`config.mk`:
```
export PLATFORM = sky130hd
export DESIGN_NAME = multicycle_control_unit
export DESIGN_NICKNAME = d
export VERILOG_FILES = /design/src/rtl/multicycle_control_unit.sv
export SDC_FILE = /design/constraint.sdc
export NUM_CORES = 1
export LEC_CHECK = 0
export CAP_MARGIN = 30
export CELL_PAD_IN_SITES_DETAIL_PLACEMENT = 2
export CELL_PAD_IN_SITES_GLOBAL_PLACEMENT = 2
export CORE_ASPECT_RATIO = 1.4
export CORE_UTILIZATION = 29
export DETAILED_ROUTE_END_ITERATION = 12
export GPL_TIMING_DRIVEN = 0
export PLACE_DENSITY = 0.86
export SETUP_SLACK_MARGIN = 0.1
export SYNTH_ARGS = -nofsm -noshare
export SYNTH_HDL_FRONTEND = slang
export SYNTH_SLANG_ARGS = --single-unit
```
`constraint.sdc`:
```
create_clock -name clk -period 2.1 [get_ports clk]
set_input_delay 0.42 -clock clk [delete_from_list [all_inputs] [get_ports clk]]
set_output_delay 0.42 -clock clk [all_outputs]
set_load 0.03 [all_outputs]
```
`src/rtl/multicycle_control_unit.sv`:
```
// multicycle_control_unit
// Moore FSM controller for the shared-memory multi-cycle MIPS datapath.
// Each instruction steps through FETCH / DECODE / execute / memory / write-back
// states. The controller waits on mem_ready in FETCH, MEMREAD and MEMWRITE.
// The datapath controls are kept in a look-ahead register: they are decoded
// from the next state, so the flops always hold the decode of the current
// state. mem_ready and reset are then applied combinationally on top, because
// the FETCH strobes, the MEMWRITE completion pulse and the reset blanking
// must all act in the same cycle.
// STATE_W must be at least 4 so that TRAP (12) fits in the state register.

module multicycle_control_unit #(
  parameter int ENABLE_JUMP = 1,
  parameter int ENABLE_ADDI = 1,
  parameter int STATE_W     = 4
) (
  input  logic               clk,
  input  logic               reset,
  input  logic [5:0]         opcode,
  input  logic               mem_ready,
  output logic               PCWrite,
  output logic               PCWriteCond,
  output logic               IorD,
  output logic               MemRead,
  output logic               MemWrite,
  output logic               IRWrite,
  output logic               MemToReg,
  output logic               RegDst,
  output logic               RegWrite,
  output logic               ALUSrcA,
  output logic [1:0]         ALUSrcB,
  output logic [1:0]         ALUOp,
  output logic [1:0]         PCSource,
  output logic               illegal_op,
  output logic               instr_done,
  output logic [STATE_W-1:0] state_dbg
);

  // Opcodes from instruction[31:26]
  localparam logic [5:0] OP_RTYPE = 6'b000000;
  localparam logic [5:0] OP_J     = 6'b000010;
  localparam logic [5:0] OP_BEQ   = 6'b000100;
  localparam logic [5:0] OP_ADDI  = 6'b001000;
  localparam logic [5:0] OP_LW    = 6'b100011;
  localparam logic [5:0] OP_SW    = 6'b101011;

  // ALU B input selects
  localparam logic [1:0] SRCB_RT     = 2'b00;
  localparam logic [1:0] SRCB_FOUR   = 2'b01;
  localparam logic [1:0] SRCB_IMM    = 2'b10;
  localparam logic [1:0] SRCB_IMM_SH = 2'b11;

  // ALU operation selects
  localparam logic [1:0] ALU_ADD   = 2'b00;
  localparam logic [1:0] ALU_SUB   = 2'b01;
  localparam logic [1:0] ALU_FUNCT = 2'b10;

  // PC source selects
  localparam logic [1:0] PCS_ALU    = 2'b00;
  localparam logic [1:0] PCS_ALUOUT = 2'b01;
  localparam logic [1:0] PCS_JUMP   = 2'b10;

  typedef enum logic [STATE_W-1:0] {
    S_FETCH     = STATE_W'(0),
    S_DECODE    = STATE_W'(1),
    S_MEMADDR   = STATE_W'(2),
    S_MEMREAD   = STATE_W'(3),
    S_MEMWB     = STATE_W'(4),
    S_MEMWRITE  = STATE_W'(5),
    S_EXEC      = STATE_W'(6),
    S_RWB       = STATE_W'(7),
    S_BRANCH    = STATE_W'(8),
    S_JUMP      = STATE_W'(9),
    S_ADDI_EXEC = STATE_W'(10),
    S_ADDI_WB   = STATE_W'(11),
    S_TRAP      = STATE_W'(12)
  } state_t;

  typedef struct packed {
    logic       pc_write;
    logic       pc_write_cond;
    logic       iord;
    logic       mem_read;
    logic       mem_write;
    logic       ir_write;
    logic       mem_to_reg;
    logic       reg_dst;
    logic       reg_write;
    logic       alu_src_a;
    logic [1:0] alu_src_b;
    logic [1:0] alu_op;
    logic [1:0] pc_source;
    logic       illegal_op;
    logic       instr_done;
  } ctl_t;

  state_t     state;
  state_t     state_nxt;
  logic [5:0] op_q;
  ctl_t       ctl_q;
  ctl_t       ctl;

  // Moore decode of the datapath controls for one state. FETCH's PC/IR loads
  // are set here unconditionally and qualified by mem_ready at the output.
  function automatic ctl_t decode_ctl(input state_t s);
    ctl_t c;
    c = '0;
    case (s)
      S_FETCH: begin
        c.mem_read  = 1'b1;
        c.alu_src_b = SRCB_FOUR;
        c.alu_op    = ALU_ADD;
        c.pc_source = PCS_ALU;
        c.pc_write  = 1'b1;
        c.ir_write  = 1'b1;
      end
      S_DECODE: begin
        c.alu_src_b = SRCB_IMM_SH;
        c.alu_op    = ALU_ADD;
      end
      S_MEMADDR: begin
        c.alu_src_a = 1'b1;
        c.alu_src_b = SRCB_IMM;
        c.alu_op    = ALU_ADD;
      end
      S_MEMREAD: begin
        c.mem_read = 1'b1;
        c.iord     = 1'b1;
      end
      S_MEMWB: begin
        c.mem_to_reg = 1'b1;
        c.reg_write  = 1'b1;
        c.instr_done = 1'b1;
      end
      S_MEMWRITE: begin
        c.mem_write = 1'b1;
        c.iord      = 1'b1;
      end
      S_EXEC: begin
        c.alu_src_a = 1'b1;
        c.alu_src_b = SRCB_RT;
        c.alu_op    = ALU_FUNCT;
      end
      S_RWB: begin
        c.reg_dst    = 1'b1;
        c.reg_write  = 1'b1;
        c.instr_done = 1'b1;
      end
      S_BRANCH: begin
        c.alu_src_a     = 1'b1;
        c.alu_src_b     = SRCB_RT;
        c.alu_op        = ALU_SUB;
        c.pc_write_cond = 1'b1;
        c.pc_source     = PCS_ALUOUT;
        c.instr_done    = 1'b1;
      end
      S_JUMP: begin
        c.pc_write   = 1'b1;
        c.pc_source  = PCS_JUMP;
        c.instr_done = 1'b1;
      end
      S_ADDI_EXEC: begin
        c.alu_src_a = 1'b1;
        c.alu_src_b = SRCB_IMM;
        c.alu_op    = ALU_ADD;
      end
      S_ADDI_WB: begin
        c.reg_write  = 1'b1;
        c.instr_done = 1'b1;
      end
      S_TRAP: begin
        c.illegal_op = 1'b1;
        c.instr_done = 1'b1;
      end
      default: c = '0;
    endcase
    return c;
  endfunction

  // Next-state function. DECODE branches on the live opcode (the same value
  // being captured into op_q). Every later decision uses op_q.
  function automatic state_t next_state_f(input state_t     s,
                                          input logic [5:0] op_live,
                                          input logic [5:0] op_reg,
                                          input logic       ready);
    state_t n;
    n = S_FETCH;
    case (s)
      S_FETCH:    n = ready ? S_DECODE : S_FETCH;
      S_DECODE: begin
        case (op_live)
          OP_LW, OP_SW: n = S_MEMADDR;
          OP_RTYPE:     n = S_EXEC;
          OP_BEQ:       n = S_BRANCH;
          OP_J:         n = (ENABLE_JUMP != 0) ? S_JUMP : S_TRAP;
          OP_ADDI:      n = (ENABLE_ADDI != 0) ? S_ADDI_EXEC : S_TRAP;
          default:      n = S_TRAP;
        endcase
      end
      S_MEMADDR:   n = (op_reg == OP_LW) ? S_MEMREAD : S_MEMWRITE;
      S_MEMREAD:   n = ready ? S_MEMWB : S_MEMREAD;
      S_MEMWRITE:  n = ready ? S_FETCH : S_MEMWRITE;
      S_EXEC:      n = S_RWB;
      S_ADDI_EXEC: n = S_ADDI_WB;
      default:     n = S_FETCH;
    endcase
    return n;
  endfunction

  // Next-state selection from the current state, opcode and memory handshake
  always_comb begin
    state_nxt = next_state_f(state, opcode, op_q, mem_ready);
  end

  // State register, opcode capture and look-ahead registered control word
  // NOTE: sequential state uses non-blocking (<=) so every flop samples pre-edge values.
  always_ff @(posedge clk) begin
    if (reset) begin
      state <= S_FETCH;
      op_q  <= '0;
      ctl_q <= decode_ctl(S_FETCH);
    end else begin
      state <= state_nxt;
      ctl_q <= decode_ctl(state_nxt);
      if (state == S_DECODE) begin
        op_q <= opcode;
      end
    end
  end

  // Apply the mem_ready qualifiers and reset blanking to the registered controls
  // NOTE: ctl takes a full default first so no path through this block infers a latch.
  always_comb begin
    ctl = ctl_q;
    if (state == S_FETCH) begin
      ctl.pc_write = ctl_q.pc_write & mem_ready;
      ctl.ir_write = ctl_q.ir_write & mem_ready;
    end
    if (state == S_MEMWRITE) begin
      ctl.instr_done = mem_ready;
    end
    if (reset) begin
      ctl = '0;
    end
  end

  assign PCWrite     = ctl.pc_write;
  assign PCWriteCond = ctl.pc_write_cond;
  assign IorD        = ctl.iord;
  assign MemRead     = ctl.mem_read;
  assign MemWrite    = ctl.mem_write;
  assign IRWrite     = ctl.ir_write;
  assign MemToReg    = ctl.mem_to_reg;
  assign RegDst      = ctl.reg_dst;
  assign RegWrite    = ctl.reg_write;
  assign ALUSrcA     = ctl.alu_src_a;
  assign ALUSrcB     = ctl.alu_src_b;
  assign ALUOp       = ctl.alu_op;
  assign PCSource    = ctl.pc_source;
  assign illegal_op  = ctl.illegal_op;
  assign instr_done  = ctl.instr_done;
  assign state_dbg   = state;

endmodule

```
=== Word level (Yosys, flattened, before mapping) ===
Index checks and enable logic that the tools add are counted.

* Bits in registers: 28
* Memories: 0
* ROM bits: 0
* Output and inout bits: 22
* Logic and storage cells: 78
* Bits in latches: 0
* Bits in writable memories: 0
* Bits of input ports: 9

* Multipliers: 0
* $lt $le $gt $ge: 0
* Div/mod/pow operators: 0
* Bitwise logic cells: 2
* Reductions and logical operators: 11
* Equality and inequality tests: 24
* Muxes and demuxes: 24
* Shifts and indexed selects: 0
* Add/subtract/negate cells: 0

{| class="wikitable"
|+ Operators with widths
! kind !! number
|-
| $pmux W4 S5 || 2
|-
| $pmux W4 S7 || 1
|-
| $eq A4 B3 Y1 const B || 6
|-
| $eq A4 B4 Y1 const B || 6
|-
| $eq A6 B6 Y1 const B || 3
|-
| $mux W18 || 1
|-
| $eq A4 B2 Y1 const B || 4
|-
| $mux W1 || 16
|-
| $reduce_or A2 Y1 || 5
|-
| $mux W3 || 3
|-
| $eq A4 B1 Y1 const B || 2
|-
| $logic_not A4 Y1 || 2
|-
| $eq A6 B2 Y1 const B || 1
|-
| $eq A6 B3 Y1 const B || 1
|-
| $eq A6 B4 Y1 const B || 1
|-
| $logic_not A6 Y1 || 1
|-
| $reduce_or A6 Y1 || 1
|-
| $pmux W2 S2 || 1
|-
| $reduce_or A4 Y1 || 1
|-
| $reduce_or A3 Y1 || 1
|-
| $and A1 B1 Y1 || 2
|}

=== Longest topological paths before layout ===
Gate-level depths: netlist of run 1.

* Depth after elaboration: 7
* Mapped depth: 7

=== Least setup slack after synthesis of run 1 ===
No wires, ideal clock.

* Path type: register to output
* Start point: reg state[2] (netlist: state_dbg[2])
* End point: out instr_done
* Arrival: 1.700 ns
* Required time: 1.680 ns
* Slack: -0.020 ns
* Buffers on the path: 1
* Stages on the path, launching flop included: 5
* Cell sequence: dfxtp_1 buf_2 nor4bb_1 mux2i_1 nor2_1

* Word-level cells in the longest chain between the ends: 3

{| class="wikitable"
|+ RTL lines
! item !! RTL line !! text
|-
| start: declaration || 97 || <nowiki>state_t state;</nowiki>
|-
| start signal: assignment || 223 || <nowiki>state <= state_nxt;</nowiki>
|-
| $eq A4 B3 Y1 || 239 || <nowiki>if (state == S_MEMWRITE) begin</nowiki>
|-
| $mux W1 || 239 ||
|-
| $mux W18 || 242 || <nowiki>if (reset) begin</nowiki>
|-
| end: declaration || 35 || <nowiki>output logic instr_done,</nowiki>
|}

No other way between the ends.

=== Worst setup path after layout of run 1 ===
* Start point: reg state[2] (netlist: state_dbg[2])
* End point: reg ctl_q[15] (netlist name)

* Word-level cells in the longest chain between the ends: 5
* Elaborated cells on any way between the ends: 12
* Classes of those cells: 8 x eq/ne; 2 x mux; 2 x reduce/logical

{| class="wikitable"
|+ RTL lines
! item !! RTL line !! text
|-
| $eq A4 B4 Y1, or another cell as far along || 188 || <nowiki>case (s)</nowiki>
|-
| $pmux W4 S7 * || 188 ||
|-
| $eq A4 B2 Y1 / $eq A4 B3 Y1 (equally long branches) || 108 || <nowiki>case (s)</nowiki>
|-
| $reduce_or A2 Y1 (no source line) * || n/a ||
|-
| $mux W1 * || 108 ||
|-
| end signal: assignment || 221 || <nowiki>ctl_q <= decode_ctl(S_FETCH);</nowiki>
|-
| end signal: assignment || 224 || <nowiki>ctl_q <= decode_ctl(state_nxt);</nowiki>
|-
| end: declaration || 100 || <nowiki>ctl_t ctl_q;</nowiki>
|}

Every way passes the cells marked *; elsewhere a longest branch is shown, timed or not.
A chain may end at the register's enable or synchronous reset.

==> results of run 1 <==
power by group through the flow:
stage	logic (uW)	clock network (uW)	registers (uW)
6_report	360	319	557
3_3_place_gp	253	0	565
2_1_floorplan	157	0	571
4_1_cts	305	309	557
3_5_place_dp	263	0	568
5_1_grt	382	337	561
routing by layer:
layer  vias to the layer above  global-route usage [%]  part of all wire, %
met2                        41                    39.6                   57
met3                        14                    2.34                  2.5
met5                         -                       0                    0
met1                       689                    22.5                   37
li1                        653                       -                    -
met4                         0                    8.46                  3.2
critical path: stages, from the launching register on:
cell and delay [ns]:
dfxtp_4 0.38, buf_4 0.13, or4b_4 0.50, buf_6 0.15, a2111oi_4 0.19, buf_4 0.20
a211o_4 0.13, a21oi_1 0.05, o2111a_1 0.25
cells in the final DEF (no fill, tap or decap), types with 6 or more instances in the layout:
cell | netlist | routed
dfxtp_1 | 27 | 24
buf_4 | 1 | 18
dlygate4sd2_1 | 0 | 18
nor2b_1 | 15 | 15
nand2_1 | 18 | 15
a21oi_1 | 9 | 8
nor3_1 | 12 | 7
clkbuf_8 | 0 | 6
buf_6 | 1 | 6
flip-flops by register name (all words and copies together), names as in the netlist:
name and cells:
state_dbg 4, ctl_q 17, op_q 6
per-stage QoR:
step / utilization, % / hold WS, ns / instance area (um^2) / power (uW)
finish: 47.7 / 0.478 / 2140 / 1240
global route: 47.7 / 0.509 / 2140 / 1280
detailed placement: 38.6 / 0.460 / 1740 / 831
CTS: 43.9 / 0.473 / 1980 / 1170
floorplan: - / 0.432 / 1360 / 727
global placement: 38.6 / 0.441 / 1740 / 818
path summary, 6_finish.rpt:
check                          startpoint              endpoint
setup / recovery  state_dbg[2]$_SDFF_PP0_  ctl_q[15]$_SDFF_PP0_
hold / removal       op_q[0]$_SDFFE_PP0P_  op_q[0]$_SDFFE_PP0P_
setup reg to reg  state_dbg[2]$_SDFF_PP0_  ctl_q[15]$_SDFF_PP0_
hold reg to reg      op_q[0]$_SDFFE_PP0P_  op_q[0]$_SDFFE_PP0P_
kinds of logic after synthesis:
| kind of cell | synth area share, % |
|---|---|
| compound gates | 20.7 |
| xor+xnor | 1.94 |
| buf+inv | 4.53 |
| flops | 39.9 |
| mux | 0.739 |
| simple gates | 32.2 |
final cells by class:
type	instances	area [um^2]	share of cell area (%)
clock buffers	4	45.0	2.10
well taps	62	77.6	3.62
repair buffers	48	439	20.5
plain buffers	9	109	5.08
multi-input cells	113	916	42.7
flip-flops and latches	27	547	25.5
inverters	3	11.3	0.525
what timing repair did:
item,in CTS,in global routing
buffers inserted,10,8
gates resized for setup,79,27
endpoints found under the setup margin,35,22
cloned,0,0
pin swaps,11,17
==> results.yml, run 1 <==
run_status:
  status: "finished clean"
sta:
  finalCritPeriodShare_pct: 99.5
  rsz0062_at_grt: "yes"
  final_hold_viol_count: 0
  clock_skew_ns: 0.00440
  setup-violations-final: 0
  relSlewSlack_pct: 61.9
  fin_setup_tns_ns: 0
  period_needed_ns: 2.09
  worst_slew_pin_slew_ns: 0.571
  fmax_mhz: 479
  fin_ws_ns: 0.0104
  finalMaxSlewViolations: 0
drt:
  vias: 1397
  drt_iter0_markers: 32
  drcViolationCount: 0
  postRouteWirelength_mm: 5.47
  vias_per_cell: 5.25
  postRouteAntennaNets: 0
  avgRoutedWirePerCell_um: 20.6
  drt-pass1-iter-count: 4
hold_path:
  min_path_type: "flip-flop to flip-flop"
  min_path_cells: 2
global_routing:
  grt_pass1_wl_mm: 7.75
  antenna_found_initial: 0
  grt_max_degree: 15
  first_global_vias: 1498
  gr-total-overflow: 0
  track_usage_pct: 21.1
synth:
  synthTopCellsByCount: "dfxtp_1, nand2_1, nor2b_1"
  yosys_warnings: 0
  synth-edff-count: 0
  ys_seq_area_share_pct: 39.9
  synth_top_area_cell: "dfxtp_1"
  synth.distinct_cells: 48
  netlist_area_um2: 1350
  synth_seq_cells: 27
  syn_nets: 161
  synth-main-ff-cell: "dfxtp_1"
  async_reset_ff_share_pct: 0
  synth_top_area_share_pct: 39.9
  synth_area_per_cell_um2: 8.91
  synth_cells: 152
  ys_top_cells_by_area: "dfxtp_1, nor2b_1, nand2_1"
  synth_most_common_cell: "dfxtp_1"
floorplanning:
  fp.dieH_um: 82.8
  core_um2: 4500
  die_w_um: 59.7
  start_util_pct: 30.1
  die_area_um2: 4950
  io_pins: 31
  rows: 29
clock_network:
  cts.sinks: 27
  cts_root_buf: "clkbuf_8"
  clock_latency_ns: 0.29
  tritoncts: "built"
  cts_hold_buffers: 0
  cts_buffer_depth: 2
  clkTransAtPathRegs_ns: 0.10
  cts-buffers-inserted: 3
  htree_levels: 1
layout:
  drive_gt1_share_pct: 36.3
  nets: 214
  fillers: 507
  diodes: 0
  final_cells: 266
  area_growth_pct: 58.4
placement:
  place_ws_ns: -0.891
  dp_hpwl_mm: 3.19
  io_buffer_count: 30
  numPlacedInstances: 244
  place.gp.congestion: 0.853
critical_path:
  end_kind: "flip-flop"
  arrival_ns: 2.28
  rrSetupSlack_ns: 0.01
  worstSetupPathType: "flip-flop to flip-flop"
  cp_max_fo: 6
  rr_worst_depth: 8
  crit_required_ns: 2.29
  start_kind: "flip-flop"
pwr:
  p_seq_share_pct: 45.1
  switchingPower_uw: 398
  p_sw_share_pct: 32.2
  peakVddDrop_v: 0.000311
  p_clk_share_pct: 25.8
  leakagePower_uw: 0.000883
  powerDensity_nw_per_um2: 576
  power.internal_uw: 838
  pwr-share-comb_pct: 29.1
flow_run:
  drv_cap: 0
(Power assumes the default switching activity.)
==> inputs of run 2 (changes only) <==
--- a/config.mk
+++ b/config.mk
@@ -13,5 +13,5 @@
 export DETAILED_ROUTE_END_ITERATION = 12
 export GPL_TIMING_DRIVEN = 0
-export PLACE_DENSITY = 0.86
+export PLACE_DENSITY = 0.87
 export SETUP_SLACK_MARGIN = 0.1
 export SYNTH_ARGS = -nofsm -noshare
==> constraint.sdc (replaced) <==
create_clock -name clk -period 2.1 [get_ports clk]
set_input_delay 0.42 -clock clk [delete_from_list [all_inputs] [get_ports clk]]
set_output_delay 0.42 -clock clk [all_outputs]
set_load 0.05 [all_outputs]
==> results.yml, run 2 (same netlist as run 1, synthesis figures left out) <==
run_status:
  status: "finished clean"
clock_network:
  cts-buffers-inserted: 3
  htree_levels: 1
  cts_root_buf: "clkbuf_8"
  clock_latency_ns: 0.28
  tritoncts: "built"
  cts_buffer_depth: 2
  cts.sinks: 27
  clkTransAtPathRegs_ns: 0.10
placement:
  place.gp.congestion: 0.859
  io_buffer_count: 30
  dp_hpwl_mm: 3.10
  numPlacedInstances: 244
floorplanning:
  rows: 29
  io_pins: 31
  fp.dieH_um: 82.8
  core_um2: 4500
  start_util_pct: 30.1
  die_area_um2: 4950
  die_w_um: 59.7
pwr:
  leakagePower_uw: 0.000858
  peakVddDrop_v: 0.000430
  p_clk_share_pct: 25.2
  power.internal_uw: 829
  powerDensity_nw_per_um2: 599
  switchingPower_uw: 404
  p_seq_share_pct: 45.1
  pwr-share-comb_pct: 29.8
  p_sw_share_pct: 32.7
drt:
  highest_layer: "met4"
  vias_per_cell: 5.11
  drt-pass1-iter-count: 4
  drt-met1-wl_mm: 1.82
  postRouteAntennaNets: 0
  postRouteWirelength_mm: 4.94
  drt_iter0_markers: 12
  drcViolationCount: 0
  avgRoutedWirePerCell_um: 18.5
  vias: 1365
  met3_length_um: 161
  wl_met2_mm: 2.81
sta:
  final_hold_viol_count: 0
  clock_skew_ns: 0.00713
  fin_setup_tns_ns: 0
  finalMaxSlewViolations: 0
  rsz0062_at_grt: "yes"
  worst_slew_pin_slew_ns: 0.514
  fmax_mhz: 493
  relSlewSlack_pct: 65.7
  period_needed_ns: 2.03
  setup-violations-final: 0
  finalCritPeriodShare_pct: 96.5
layout:
  drive_gt1_share_pct: 41.5
  diodes: 0
  max_flop_register: "ctl_q"
  area_growth_pct: 52.1
  mostFrequentLayoutCells: "dfxtp_1, buf_4, nand2_1"
  nets: 215
  largest_reg_flops: 17
  final_cells: 267
  final_common_cell: "dfxtp_1"
global_routing:
  gr-total-overflow: 0
  track_usage_pct: 20.6
  grt_pass1_wl_mm: 7.64
  antenna_found_initial: 0
  first_global_vias: 1498
  grt_max_degree: 15
critical_path:
  arrival_ns: 1.61
  crit_required_ns: 1.68
  cp_cell_sequence: "buf_8, or3_4, nor3_2, nor2_1, and2_1, buf_6"
  worstSetupPathType: "flip-flop to output pin"
  critPathSlowestCell: "or3_4"
  cp_max_fo: 5
  start_kind: "flip-flop"
  end_kind: "output pin"
  slowest_delay_ns: 0.37
hold_path:
  min_path_type: "flip-flop to flip-flop"
flow_run:
  drv_cap: 0
[run 2: worst max-delay path, delay by kind of cell, from the launching register on]
kind / cells / cell delay [ns]
buffers and inverters: 2 / 0.28
flip-flops: 1 / 0.34
AND/OR/NAND/NOR: 4 / 0.71
[run 2: final timing paths]
| check | depth (start not counted) | end | slack [ns] | from |
|---|---|---|---|---|
| max | 6 | IRWrite | 0.07 | state_dbg[3]$_SDFF_PP0_ |
| min | 2 | op_q[1]$_SDFFE_PP0P_ | 0.48 | op_q[1]$_SDFFE_PP0P_ |
| max reg2reg | 8 | ctl_q[0]$_SDFF_PP0_ | 0.08 | state_dbg[3]$_SDFF_PP0_ |
| min reg2reg | 2 | op_q[1]$_SDFFE_PP0P_ | 0.48 | op_q[1]$_SDFFE_PP0P_ |
[run 2: cell type report]
type,instances,area [um^2]
fill,510,2440
buffer,9,100
clock buffer,4,45.0
tap,62,77.6
multi-input combinational,113,896
inverter,3,11.3
timing repair buffer,49,379
sequential,27,551
[run 2: timing repair]
item / 4_1_cts / 5_1_grt
hold endpoints to repair: 0 / 0
hold buffers: 0 / 0
pin swaps: 7 / 11
gates cloned: 0 / 0
setup buffers: 14 / 5
endpoints found under the setup margin: 35 / 33
gates resized for setup: 131 / 18
[run 2: through the flow]
step	total power [uW]	util (%)	instance area (um^2)	setup slack, ns	hold slack (ns)
after detailed placement	862	39.0	1750	-1.02	0.464
after global placement	847	39.0	1750	-0.937	0.442
final	1230	45.8	2060	0.0735	0.485
after global routing	1300	45.8	2060	-0.00296	0.508
after floorplan	758	-	1380	0.0199	0.432
after CTS	1210	43.4	1950	0.00813	0.477
[run 2: per-layer routing]
layer	vias to the layer above	global-route usage, %
met1	668	20.9
met5	-	0
met2	34	39.8
li1	652	-
met3	11	3.12
met4	0	6.98
[run 2: power by group through the flow]
stage / clock network (uW) / registers [uW] / logic, uW
2_1_floorplan: 0 / 576 / 182
3_3_place_gp: 0 / 564 / 283
3_5_place_dp: 0 / 567 / 295
4_1_cts: 317 / 555 / 336
5_1_grt: 346 / 559 / 391
6_report: 310 / 556 / 367
==> inputs of run 3 (changes only) <==
- CORE_UTILIZATION: 29 -> 26
- PLACE_DENSITY: 0.87 -> 0.83
- REMOVE_ABC_BUFFERS: default -> 1
- clock period: 2.1 -> 1.7 ns (I/O delays scaled with it)
==> results.yml, run 3 (same netlist as run 1, synthesis figures left out) <==
run_status:
  status: "complete, but fails checks"
  violations: "setup timing"
global_routing:
  grt_max_degree: 28
  track_usage_pct: 23.3
  grt_pass1_wl_mm: 9.54
  first_global_vias: 1632
  antenna_found_initial: 0
  gr-total-overflow: 0
critical_path:
  slowest_delay_ns: 0.58
  rr_worst_depth: 6
  critPathSlowestCell: "or4b_4"
  crit_required_ns: 1.88
  end_kind: "flip-flop"
  arrival_ns: 2.20
  crit_path_start: "state_dbg[2]$_SDFF_PP0_"
  cp_cell_sequence: "or4b_4, a2111oi_4, buf_4, a211o_4, a21oi_2, o2111a_1"
  endpoint: "ctl_q[15]$_SDFF_PP0_"
  path_depth: 6
  cp_max_fo: 6
  rrSetupSlack_ns: -0.32
  start_kind: "flip-flop"
  path_delay_family: "compound AO/OA/AOI/OAI gates"
  timing.rr.end: "ctl_q[15]$_SDFF_PP0_"
  r2r_start: "state_dbg[2]$_SDFF_PP0_"
  worstPathBufferInverterCount: 1
  worstSetupPathType: "flip-flop to flip-flop"
hold_path:
  min_path_type: "input port to flip-flop"
  min_path_cells: 2
clock_network:
  tritoncts: "built"
  cts-buffers-inserted: 3
  htree_levels: 1
  cts_root_buf: "clkbuf_8"
  cts_buffer_depth: 2
  clkTransAtPathRegs_ns: 0.10
  clock_latency_ns: 0.28
  cts.sinks: 27
  cts_hold_buffers: 0
layout:
  diodes: 0
  nets: 219
  fillers: 514
  mostFrequentLayoutCells: "buf_4, dfxtp_1, nor2b_1, nand2_1, buf_6"
  final_cells: 273
  largest_reg_flops: 17
  drive_gt1_share_pct: 51.2
  max_flop_register: "ctl_q"
  final_common_cell: "buf_4"
  area_growth_pct: 68.9
placement:
  io_buffer_count: 30
  place.gp.congestion: 0.765
  numPlacedInstances: 238
  place_ws_ns: -0.953
  dp_hpwl_mm: 2.85
sta:
  fmax_mhz: 494
  finalCritPeriodShare_pct: 119
  worst_slew_pin_slew_ns: 0.512
  final_hold_viol_count: 0
  fin_ws_ns: -0.325
  finalMaxSlewViolations: 0
  relSlewSlack_pct: 66.0
  rsz0062_at_grt: "yes"
  holdWs_ns: 0.470
  clock_skew_ns: 0.00427
  period_needed_ns: 2.02
  setup-violations-final: 22
floorplanning:
  die_area_um2: 5500
  io_pins: 31
  start_util_pct: 27.5
  die_w_um: 63.0
  rows: 30
  fp.dieH_um: 87.4
  core_um2: 4920
drt:
  avgRoutedWirePerCell_um: 24.9
  drcViolationCount: 0
  drt-pass1-iter-count: 4
  drt_iter0_markers: 51
  vias: 1436
  vias_per_cell: 5.26
  postRouteAntennaNets: 0
  postRouteWirelength_mm: 6.80
flow_run:
  drv_cap: 0
pwr:
  leakagePower_uw: 0.000889
  power_uw: 1630
  peakVddDrop_v: 0.000472
  powerDensity_nw_per_um2: 714
## run 3: changes by cell type in the layout (fill, tap and decap cells not counted), moves of 3 or more
cell	delta
clkdlybuf4s15_2	+4
buf_4	+5
clkdlybuf4s15_1	+3
buf_2	-9
clkdlybuf4s50_1	-3
nand2_4	+3
clkbuf_4	+5
dlymetal6s2s_1	-4
buf_6	+5
## run 3: what timing repair did
| action | in CTS | in global routing |
|---|---|---|
| resized for setup | 174 | 33 |
| setup buffers | 26 | 5 |
| pin swaps | 26 | 13 |
| gates cloned | 0 | 0 |
| setup endpoints to repair | 42 | 34 |
## run 3: layout make-up
cell class / instances / area (um^2) / area share, %
multi-input combinational: 113 / 1030 / 45.3
timing repair buffer: 62 / 556 / 24.3
inverter: 3 / 11.3 / 0.493
clock buffer: 3 / 41.3 / 1.81
clock inverter: 1 / 7.51 / 0.328
tap: 64 / 80.1 / 3.50
sequential: 27 / 556 / 24.3
## run 3: how the worst min path moves through the flow
stage / from / end / slack, ns
after floorplan: reset / op_q[0]$_SDFFE_PP0P_ / 0.41
after global placement: op_q[5]$_SDFFE_PP0P_ / op_q[5]$_SDFFE_PP0P_ / 0.44
after detailed placement: op_q[3]$_SDFFE_PP0P_ / op_q[3]$_SDFFE_PP0P_ / 0.46
after CTS: reset / op_q[3]$_SDFFE_PP0P_ / 0.46
after global routing: reset / op_q[3]$_SDFFE_PP0P_ / 0.46
final: reset / op_q[3]$_SDFFE_PP0P_ / 0.47
## run 3: per-stage QoR
step,setup TNS (ns),instance area (um^2),util [%]
finish,-4.98,2290,46.5
global route,-6.35,2290,46.5
CTS,-1.72,2140,43.6
detailed placement,-26.76,1710,34.8
floorplan,-9.83,1300,-
global placement,-35.52,1680,34.2
## run 3: per-layer routing
layer | part of all wire [%] | vias up | global-route usage, % | routed length [um]
li1 | - | 661 | - | -
met1 | 38 | 716 | 23.8 | 2580
met2 | 56 | 39 | 47.3 | 3820
met3 | 2.4 | 20 | 2.75 | 164
met4 | 3.4 | 0 | 8.25 | 231
met5 | 0 | - | 0 | 0
## run 3: worst reg2reg max path: cells and delay by family (launching register included)
kind / cells / cell delay, ns
flip-flops: 1 / 0.39
AO/OA/AOI/OAI: 4 / 0.73
buffers and inverters: 1 / 0.22
AND/OR/NAND/NOR: 1 / 0.58
## run 3: power by group
group | leakage, uW | internal, uW | switching [uW]
Combinational | 0.000644 | 224 | 318
Clock | 0.0000217 | 167 | 229
Sequential | 0.000223 | 668 | 27.2
Total | 0.000889 | 1060 | 574
